--- src/rtl/fetch_controller.sv ---
// Fetch controller: owns the PC, drives instruction memory, and buffers fetched words in a 2-entry queue toward decode.
// Optional FETCH_PERF_EN adds the perf_fetched / perf_flushed counters.
module fetch_controller #(
  parameter int              XLEN         = 32,
  parameter int              WORD_ADDRESS = 8,
  parameter logic [XLEN-1:0] RESET_PC     = '0
) (
  input  logic                    clk,
  input  logic                    reset,
  input  logic                    start,
  input  logic                    halt_req,
  output logic [WORD_ADDRESS-1:0] imem_address,
  input  logic [XLEN-1:0]         imem_instruction,
  input  logic                    redirect,
  input  logic [XLEN-1:0]         redirect_pc,
  output logic                    out_valid,
  input  logic                    out_ready,
  output logic [XLEN-1:0]         out_instruction,
  output logic [XLEN-1:0]         out_pc,
  output logic                    halted,
`ifdef FETCH_PERF_EN
  output logic [31:0]             perf_fetched,
  output logic [31:0]             perf_flushed,
`endif
  output logic [1:0]              o_dbg_state
);

  localparam logic [1:0] S_IDLE   = 2'd0;
  localparam logic [1:0] S_RUN    = 2'd1;
  localparam logic [1:0] S_DRAIN  = 2'd2;
  localparam logic [1:0] S_HALTED = 2'd3;

  // Handshake: the head entry transfers on a rising clk edge when out_valid && out_ready;
  // out_valid never depends on out_ready, and a redirect cycle suppresses out_valid.

  logic [1:0]      r_state;
  logic [1:0]      w_state_nxt;
  logic [XLEN-1:0] r_pc;
  logic [XLEN-1:0] r_q_instr [2];
  logic [XLEN-1:0] r_q_pc    [2];
  logic            r_head;
  logic [1:0]      r_count;

  logic            w_pop;
  logic            w_space;
  logic            w_fetch;
  logic            w_tail;
  logic [XLEN-1:0] w_target;
  logic [XLEN-1:0] w_pc_inc;

  assign out_valid       = (r_count != 2'd0) && !redirect;
  assign w_pop           = out_valid && out_ready;
  assign w_space         = (r_count < 2'd2) || w_pop;
  // halt_req blocks fetches immediately so the drain only delivers what is already queued.
  assign w_fetch         = (r_state == S_RUN) && !redirect && !halt_req && w_space;
  assign w_tail          = r_head ^ r_count[0];
  assign w_target        = redirect_pc & {{(XLEN-2){1'b1}}, 2'b00};
  assign w_pc_inc        = r_pc + {{(XLEN-3){1'b0}}, 3'b100};

  assign imem_address    = r_pc[WORD_ADDRESS+1:2];
  assign out_instruction = r_q_instr[r_head];
  assign out_pc          = r_q_pc[r_head];
  assign halted          = (r_state == S_HALTED);
  assign o_dbg_state     = r_state;

  always_comb begin
    w_state_nxt = r_state;
    case (r_state)
      S_IDLE:   if (start) w_state_nxt = S_RUN;
      S_RUN:    if (halt_req) w_state_nxt = S_DRAIN;
      S_DRAIN:  if (r_count == 2'd0) w_state_nxt = S_HALTED;
      S_HALTED: if (start) w_state_nxt = S_RUN;
      default:  w_state_nxt = S_IDLE;
    endcase
  end

  always_ff @(posedge clk) begin
    if (reset) begin
      r_state      <= S_IDLE;
      r_pc         <= RESET_PC;
      r_head       <= 1'b0;
      r_count      <= 2'd0;
      r_q_instr[0] <= '0;
      r_q_instr[1] <= '0;
      r_q_pc[0]    <= '0;
      r_q_pc[1]    <= '0;
    end else begin
      r_state <= w_state_nxt;
      if (redirect) begin
        // Queue is always empty in IDLE, so clearing it unconditionally is harmless there.
        r_pc    <= w_target;
        r_count <= 2'd0;
      end else begin
        if (w_fetch) begin
          r_q_instr[w_tail] <= imem_instruction;
          r_q_pc[w_tail]    <= r_pc;
          r_pc              <= w_pc_inc;
        end
        if (w_pop) r_head <= ~r_head;
        r_count <= r_count + {1'b0, w_fetch} - {1'b0, w_pop};
      end
    end
  end

`ifdef FETCH_PERF_EN
  logic [31:0] r_perf_fetched;
  logic [31:0] r_perf_flushed;

  always_ff @(posedge clk) begin
    if (reset) begin
      r_perf_fetched <= '0;
      r_perf_flushed <= '0;
    end else begin
      if (w_fetch) r_perf_fetched <= r_perf_fetched + 32'd1;
      if (redirect) r_perf_flushed <= r_perf_flushed + {30'd0, r_count};
    end
  end

  assign perf_fetched = r_perf_fetched;
  assign perf_flushed = r_perf_flushed;
`endif

endmodule

--- config.mk ---
export PLATFORM = sky130hd
export DESIGN_NAME = fetch_controller
export DESIGN_NICKNAME = d
export VERILOG_FILES = /design/src/rtl/fetch_controller.sv
export SDC_FILE = /design/constraint.sdc
export NUM_CORES = 1
export LEC_CHECK = 0
export CORE_MARGIN = 4
export CORE_UTILIZATION = 52
export CTS_CLUSTER_DIAMETER = 100
export DETAILED_ROUTE_END_ITERATION = 8
export GPL_ROUTABILITY_DRIVEN = 0
export HOLD_SLACK_MARGIN = 0.12
export PLACE_DENSITY = 0.8
export SYNTH_ARGS = -nofsm -noshare
export SYNTH_HDL_FRONTEND = slang
export SYNTH_SLANG_ARGS = --single-unit
--- constraint.sdc ---
create_clock -name clk -period 4 [get_ports clk]
set_clock_uncertainty 0.2 [all_clocks]
set_input_delay 0.4 -clock clk [delete_from_list [all_inputs] [get_ports clk]]
set_output_delay 0.4 -clock clk [all_outputs]
set_load 0.01 [all_outputs]
# Word level (Yosys, flattened, before mapping)
# Memories as Yosys holds them, arrays and structs flattened. A register that Yosys moved wholly into a read port is not among the register bits.
# Cells that the tools add are included.
op_classes:
  add_sub_neg: 3
  order_cmp: 1
  eq_ne: 6
  mux: 22
  n_bitwise: 3
  n_reduce_logical: 18
op_table:
  columns: ["op", "n"]
  rows:
  - ["$mux 32", 4]
  - ["$reduce_or 32->1", 2]
  - ["$add 32x3->32 const B", 1]
  - ["$mux 1", 14]
  - ["$mux 2", 3]
  - ["$pmux 2 s3", 1]
  - ["$logic_and 1x1->1", 5]
  - ["$eq 2x2->1 const B", 2]
  - ["$logic_not 2->1", 2]
  - ["$ne 2x2->1 const B", 2]
  - ["$reduce_bool 2->1", 2]
  - ["$reduce_or 2->1", 2]
  - ["$reduce_and 3->1", 1]
  - ["$add 2x1->2", 1]
  - ["$eq 2x1->1 const B", 1]
  - ["$logic_not 1->1", 2]
  - ["$lt 2x2->1 const B", 1]
  - ["$ne 2x1->1 const B", 1]
  - ["$not 1->1", 2]
  - ["$reduce_and 2->1", 1]
  - ["$sub 2x1->2", 1]
  - ["$logic_or 1x1->1", 1]
  - ["$xor 1x1->1", 1]
totals:
  register_bits: 37
  mem_bits_rw: 128
  n_memories: 2
memory_table:
  columns: ["name", "depth", "width", "rd", "rd_clocked_by_memory_dff", "wr", "line", "rtl"]
  rows:
  - ["r_q_instr", 2, 32, 1, 1, 2, "39", "logic [XLEN-1:0] r_q_instr [2];"]
  - ["r_q_pc", 2, 32, 1, 1, 2, "40", "logic [XLEN-1:0] r_q_pc [2];"]

# Depth between registers and ports, before layout
# Gate-level depths: netlist of run 1.
depth:
  word_depth: 11
  ltp_mapped: 11
  mapped_depth_nobuf: 10

# Worst setup path after synthesis of run 1
# OpenSTA, ideal clock, no wires.
synth_timing:
  path_type: "register -> register"
  startpoint: "register r_state[0] (netlist: o_dbg_state[0])"
  endpoint: "memory r_q_instr[1][0], enable pin"
  arrival_time_ps: 2409
  required_time_ps: 3407
  slack_ps: 998
  path_stages_with_launch: 10
  path_buffers: 3
  synth_period_minus_slack_ps: 3002
  cell_sequence: "dfxtp_1 > ha_1 > nor2b_2 > buf_4 > nand2_2 > or2_1 > buf_4 > nor2_4 > buf_4 > or2_2"
synth_rtl:
  columns: ["element", "line", "rtl"]
  rows:
  - ["start, declared", "36", "logic [1:0] r_state;"]
  - ["start signal, assigned", "88", "r_state <= w_state_nxt;"]
  - ["end, declared", "39", null]

==> results of run 1 <==
==> kinds of logic (layout without fill, tap and decap cells) <==
family,Yosys count,count (layout),share of synthesized area [%]
compound gates,41,41,3.74
xor+xnor,31,31,3.53
fa+ha+maj,6,6,0.976
buf+inv,58,195,4.29
flops,160,160,57.8
mux,64,64,9.35
other cells,1,2,0.0488
simple gates,243,243,20.3
==> worst max-delay path: stages, from the launching register on <==
cell	delay, ns
dfxtp_1	0.40
inv_1	0.07
ha_1	0.18
nor2b_2	0.15
buf_4	0.16
nand2_2	0.17
or2_1	0.60
nor2_4	0.07
or2_2	0.56
buf_12	0.27
==> metal layers <==
metal | up-vias | routed length (microns)
met4 | 2 | 193
met1 | 2440 | 6960
li1 | 2399 | -
met3 | 20 | 872
met5 | - | 7
met2 | 135 | 8570
==> synth_stat cells, types with 4 or more instances <==
library cell,n,area (sq um)
nand2_1,22,82.6
a21oi_1,8,40.0
nor4_2,6,75.1
buf_1,4,15.0
nor3_1,12,60.1
clkbuf_2,6,30.0
o22ai_1,5,31.3
ha_1,6,75.1
nand3_1,8,40.0
mux2_2,63,709
inv_1,11,41.3
dfxtp_1,36,721
clkbuf_1,13,48.8
nor2_1,28,105
o21ai_0,4,20.0
nor3_2,4,40.0
nor4_4,5,106
and2_1,116,726
edfxtp_1,124,3720
xnor2_1,25,219
xor2_1,6,52.6
a211oi_1,13,97.6
nand4_1,13,81.3
buf_4,19,143
==> per-stage QoR <==
| stage | instances | worst slack, ns | utilization [%] | cell area [sq um] | power, W |
|---|---|---|---|---|---|
| finish | 926 | 0.918 | 67.2 | 9770 | 0.00411 |
| global route | 926 | 0.748 | 67.2 | 9770 | 0.00427 |
| CTS | 926 | 0.891 | 67.2 | 9770 | 0.00413 |
| detailed placement | 894 | 0.554 | 63.3 | 9190 | 0.00255 |
| global placement | 894 | 0.633 | 63.3 | 9190 | 0.00252 |
| floorplan | 605 | 0.998 | - | 7690 | 0.00226 |
==> worst max-delay path by stage <==
stage	startpoint	endpoint	slack, ns	depth (start not counted)
floorplan	o_dbg_state[0]$_SDFFE_PP0P_	r_q_instr[1][0]$_SDFFCE_PN0P_	1.0	9
global placement	out_ready	r_q_instr[0][22]$_SDFFCE_PN0P_	0.63	7
detailed placement	out_ready	r_q_instr[0][7]$_SDFFCE_PN0P_	0.55	7
CTS	o_dbg_state[1]$_SDFFE_PP0P_	r_q_instr[0][27]$_SDFFCE_PN0P_	0.89	9
global route	o_dbg_state[1]$_SDFFE_PP0P_	r_q_pc[0][19]$_SDFFCE_PN0P_	0.75	9
finish	o_dbg_state[1]$_SDFFE_PP0P_	r_q_instr[0][21]$_SDFFCE_PN0P_	0.92	9
==> registers in the layout, summed over array words and instances, names as in the netlist, named ones only <==
| name | cells |
|---|---|
| r_q_instr | 64 |
| r_q_pc | 60 |
| r_pc | 30 |
| o_dbg_state | 2 |
| r_count | 2 |
| r_head | 1 |
==> where the power goes <==
group          leakage, nW  internal, W  switching (W)
sequential            1.58      0.00189      0.0000673
combinational         1.67     0.000298       0.000247
clock                0.281     0.000974       0.000625
==> layout make-up <==
cell class	count	share of cell area [%]
Clock inverter	12	1.45
Sequential cell	160	45.5
Timing Repair Buffer	152	15.9
Clock buffer	20	4.47
Multi-Input combinational cell	387	29.9
Inverter	11	0.423
Tap cell	184	2.36
==> impl_metrics.csv, run 1 <==
group,metric,value,unit
yosys,synth_enable_flop_cells,124,
floorplan,boundaryPins,146,
cts,cts_max_level,4,
route,drtPass1Iterations,4,
status,status,"finished clean",
floorplan,rows,44,
cells_and_area,n_fill_cell,1082,
cts,clock_path_buffers,2,
sta,worstMarginPinSlew,0.790,ns
sta,fmax,324,MHz
grt,antenna_found_initial,1,
cells_and_area,layout_commonest_cell,"clkdlybuf4s50_1",
sta,slew-limit-headroom,47.2,%
grt,use_met1,24.4,%
placed_design,hpwl,11.1,mm
sta,finalMaxSlewViolations,0,
yosys,yosys.cell_types.count,53,
sta,final-setup-viol-count,0,
run,drv_cap,0,
cts,cts_tree,"yes",
yosys,synthArstFlopShare,0,%
critical_path,r2r_slack,0.92,ns
cts,hold_buffers,0,
yosys,syn_area_per_cell,12.7,sq um
grt,grt_pass1_wl,26.2,mm
grt,overflow,0,
pwr,pwr_density_cell,420,nW/um^2
critical_path,cp.required,3.97,ns
worst_hold_path,min_path_cells,3,
floorplan,coreArea,14500,sq um
cts,cts_buffers,17,
yosys,synth_seq_area_share,57.8,%
route,vias,4996,
cts,post_cts_buffers,0,
route,routed_via_density,5.40,
critical_path,worstSetupPathType,"flop to flop",
floorplan,die_h,130,microns
grt,globalRouteTotalUtil,20.3,%
floorplan,dieArea,16800,sq um
route,drc_errors,0,
critical_path,r2r_start,"o_dbg_state[1]$_SDFFE_PP0P_",
grt,grt_max_degree,58,
yosys,synth_area,7690,sq um
cts,cts_resized,0,
pwr,p_leak,3.53,nW
cts,clock_latency,0.41,ns
floorplan,die_w,130,microns
cells_and_area,final_cell_mix,"clkdlybuf4s50_1, edfxtp_1, and2_1",
yosys,synth_flop_cell,"edfxtp_1",
sta,period_share,77.1,%
cts,clkSinkCount,160,
critical_path,cp-end-kind,"flop",
critical_path,start_kind,"flop",
sta,rsz0062_at_grt,"false",
cells_and_area,register_area,4450,sq um
grt,grt_util_met2,35.9,%
critical_path,r2r_end,"r_q_instr[0][21]$_SDFFCE_PN0P_",
cts,clock_tree.root_cell,"clkbuf_16",
cells_and_area,multi_input_area,2920,sq um
yosys,synth_cells,604,
route,drtIter0Drc,299,
yosys,ys_seq_elements,160,
grt,grt_util_met3,4.82,%
grt,grt_pass1_vias,5148,
route,ant_nets,0,
yosys,ys_warn_count,0,
worst_hold_path,min_from,"redirect_pc[6]",
floorplan,start_util,52.9,%
route,wl_per_cell,17.9,microns
sta,hold_violations,0,
cts,clkSlewWorstSetupHoldPaths,0.06,ns
sta,period_needed,3.08,ns
placed_design,portBuffers,141,
cells_and_area,drive_gt1_share,18.2,%
critical_path,crit_arrival,3.05,ns
route,drt_wl_total,16.6,mm
worst_hold_path,hold_path.class,"input pin to flop",
critical_path,cp_max_fo,21,
cells_and_area,area_growth,27.1,%
grt,grt-busiest-layer,"met2",
sta,fin_setup_tns,0,ns
worst_hold_path,hold_end,"r_pc[6]$_SDFFE_PP0P_",
pwr,ir_drop,293,uV
cells_and_area,num_antenna_cells,0,
sta,whs,0.350,ns
cells_and_area,final_nets,805,
critical_path,reg2regPathDepth,9,
No activity file was read; power rests on OpenSTA's default activity.
==> run 2: changes to the inputs <==
==> constraint.sdc (replaced) <==
create_clock -name clk -period 3.2 [get_ports clk]
set_clock_uncertainty 0.2 [all_clocks]
set_input_delay 0.32 -clock clk [delete_from_list [all_inputs] [get_ports clk]]
set_output_delay 0.32 -clock clk [all_outputs]
set_load 0.01 [all_outputs]
==> impl_metrics.csv, run 2 (synthesis gave the netlist of run 1 again) <==
group,metric,value,unit
sta,worstMarginPinSlew,0.796,ns
sta,hold_violations,0,
cells_and_area,num_antenna_cells,0,
worst_hold_path,hold_path.class,"input pin to flop",
pwr,p_leak,3.57,nW
critical_path,worstSetupPathType,"flop to flop",
cells_and_area,reg_top3,"r_q_instr x64, r_q_pc x60, r_pc x30",
pwr,pwr-share-comb,12.6,%
pwr,switching_share,21.7,%
pwr,seqPwrFrac,45.2,%
critical_path,crit_arrival,2.50,ns
cells_and_area,final_nets,808,
cells_and_area,register_area,4450,sq um
status,status,"finished clean",
floorplan,die_w,130,microns
critical_path,slowest_stage,"dfxtp_1",
critical_path,cp_max_fo,61,
cts,cts_max_level,4,
placed_design,hpwl,10.5,mm
floorplan,die_h,130,microns
critical_path,r2r_start,"o_dbg_state[1]$_SDFFE_PP0P_",
cts,clock_latency,0.42,ns
critical_path,r2r_slack,0.64,ns
worst_hold_path,min_path_cells,3,
cts,hold_buffers,0,
sta,fin_setup_tns,0,ns
critical_path,reg2regPathDepth,8,
worst_hold_path,hold_end,"r_pc[6]$_SDFFE_PP0P_",
sta,finalMaxSlewViolations,0,
sta,rsz0062_at_grt,"false",
cts,cts_tree,"yes",
cells_and_area,layout_commonest_cell,"clkdlybuf4s50_1",
sta,whs,0.262,ns
route,drc_errors,0,
critical_path,cp.required,3.14,ns
cts,post_cts_buffers,0,
floorplan,rows,44,
cts,clkSinkCount,160,
sta,slew-limit-headroom,46.6,%
sta,final-setup-viol-count,0,
cts,cts_resized,0,
pwr,p_switching,0.00118,W
grt,grt_max_degree,63,
route,wl_per_cell,17.6,microns
grt,antenna_found_initial,0,
cts,clock_tree.root_cell,"clkbuf_16",
cells_and_area,n_fill_cell,1039,
critical_path,path_cells,"inv_1 -> ha_1 -> nor2b_2 -> nand2_2 -> or2_1 -> nor2_4 -> or2_2 -> buf_12",
route,drtIter0Drc,383,
run,drv_cap,0,
cells_and_area,multi_input_area,2920,sq um
route,ant_nets,0,
route,drtPass1Iterations,4,
cells_and_area,area_growth,28.2,%
sta,period_needed,2.56,ns
grt,grt_pass1_vias,5131,
floorplan,boundaryPins,146,
route,vias,4984,
floorplan,dieArea,16800,sq um
pwr,ir_drop,470,uV
cells_and_area,final_cell_mix,"clkdlybuf4s50_1, edfxtp_1, and2_1",
pwr,clkPwrFrac,42.1,%
critical_path,path_buf_inv,2,
cts,clock_path_buffers,2,
pwr,pwr_density_cell,549,nW/um^2
critical_path,cpPeakStageDelay,0.41,ns
route,drt_wl_total,16.4,mm
floorplan,coreArea,14500,sq um
sta,period_share,80.0,%
grt,grt_pass1_wl,26.2,mm
cts,cts_buffers,17,
cells_and_area,largest_register_ffs,64,
cells_and_area,regMostFlops,"r_q_instr",
critical_path,critical-path-top-delay-family,"simple AND/OR/NAND/NOR gates",
grt,overflow,0,
pwr,p_int,0.00424,W
critical_path,cp-end-kind,"flop",
sta,fmax,391,MHz
grt,globalRouteTotalUtil,20.1,%
placed_design,portBuffers,141,
floorplan,start_util,52.9,%
cells_and_area,drive_gt1_share,18.8,%
worst_hold_path,min_from,"redirect_pc[6]",
cts,clkSlewWorstSetupHoldPaths,0.06,ns
route,routed_via_density,5.36,
critical_path,r2r_end,"r_q_instr[0][22]$_SDFFCE_PN0P_",
pwr,total_power,0.00542,W
critical_path,start_kind,"flop",
[run 2: cell types whose count changed in the layout (fill, tap and decap cells not counted), sizes merged]
| cell | previous run | this run |
|---|---|---|
| clkinvlp | 1 | 2 |
| clkinv | 7 | 2 |
| clkbuf | 20 | 22 |
| buf | 11 | 14 |
| bufinv | 3 | 6 |
| inv | 12 | 11 |
[run 2: worst reg2reg max path, stage by stage, from the launching register on]
cell and delay [ns]:
dfxtp_1 0.41, inv_1 0.07, ha_1 0.19, nor2b_2 0.17, nand2_2 0.17, or2_1 0.41
nor2_4 0.08, or2_2 0.34, buf_12 0.24
[run 2: worst max-delay path by stage]
stage                                startpoint                              to  cells after the start
detailed placement                    out_ready      r_q_pc[0][4]$_SDFFCE_PN0P_                      7
CTS                 o_dbg_state[0]$_SDFFE_PP0P_      r_q_pc[0][4]$_SDFFCE_PN0P_                      7
floorplan           o_dbg_state[0]$_SDFFE_PP0P_   r_q_instr[1][0]$_SDFFCE_PN0P_                      9
global placement                      out_ready     r_q_pc[0][25]$_SDFFCE_PN0P_                      7
global route        o_dbg_state[1]$_SDFFE_PP0P_   r_q_instr[0][5]$_SDFFCE_PN0P_                      8
finish              o_dbg_state[1]$_SDFFE_PP0P_  r_q_instr[0][22]$_SDFFCE_PN0P_                      8
[run 2: per-stage QoR]
stage	utilization (%)	cells	setup slack [ns]	cell area, sq um
after floorplan	-	605	0.198	7690
after global placement	63.2	897	0.488	9190
after detailed placement	63.2	897	0.447	9190
after CTS	67.9	929	0.628	9860
after global routing	67.9	929	0.416	9860
final	67.9	929	0.641	9860
[run 2: cell type report]
type                            instances  area share (%)
Clock buffer                           22            4.71
Multi-Input combinational cell        387            29.6
Clock inverter                         10            2.11
Sequential cell                       160            45.1
Tap cell                              184            2.33
Timing Repair Buffer                  155            15.8
Inverter                               11           0.419
[run 2: layer usage]
| layer | up-vias | GRT usage (%) | wire (microns) |
|---|---|---|---|
| met3 | 18 | 4.41 | 888 |
| met4 | 0 | 5.62 | 182 |
| met1 | 2432 | 25.5 | 7040 |
| met5 | - | 0 | 0 |
| li1 | 2396 | - | - |
| met2 | 138 | 34.8 | 8270 |
[run 2: power by group through the flow]
stage / sequential (W) / combinational [W] / clock [W]
6_report: 0.00245 / 0.000684 / 0.00228
5_1_grt: 0.00247 / 0.000744 / 0.00240
4_1_cts: 0.00245 / 0.000692 / 0.00230
3_5_place_dp: 0.00249 / 0.000687 / 0
3_3_place_gp: 0.00248 / 0.000668 / 0
2_1_floorplan: 0.00247 / 0.000356 / 0
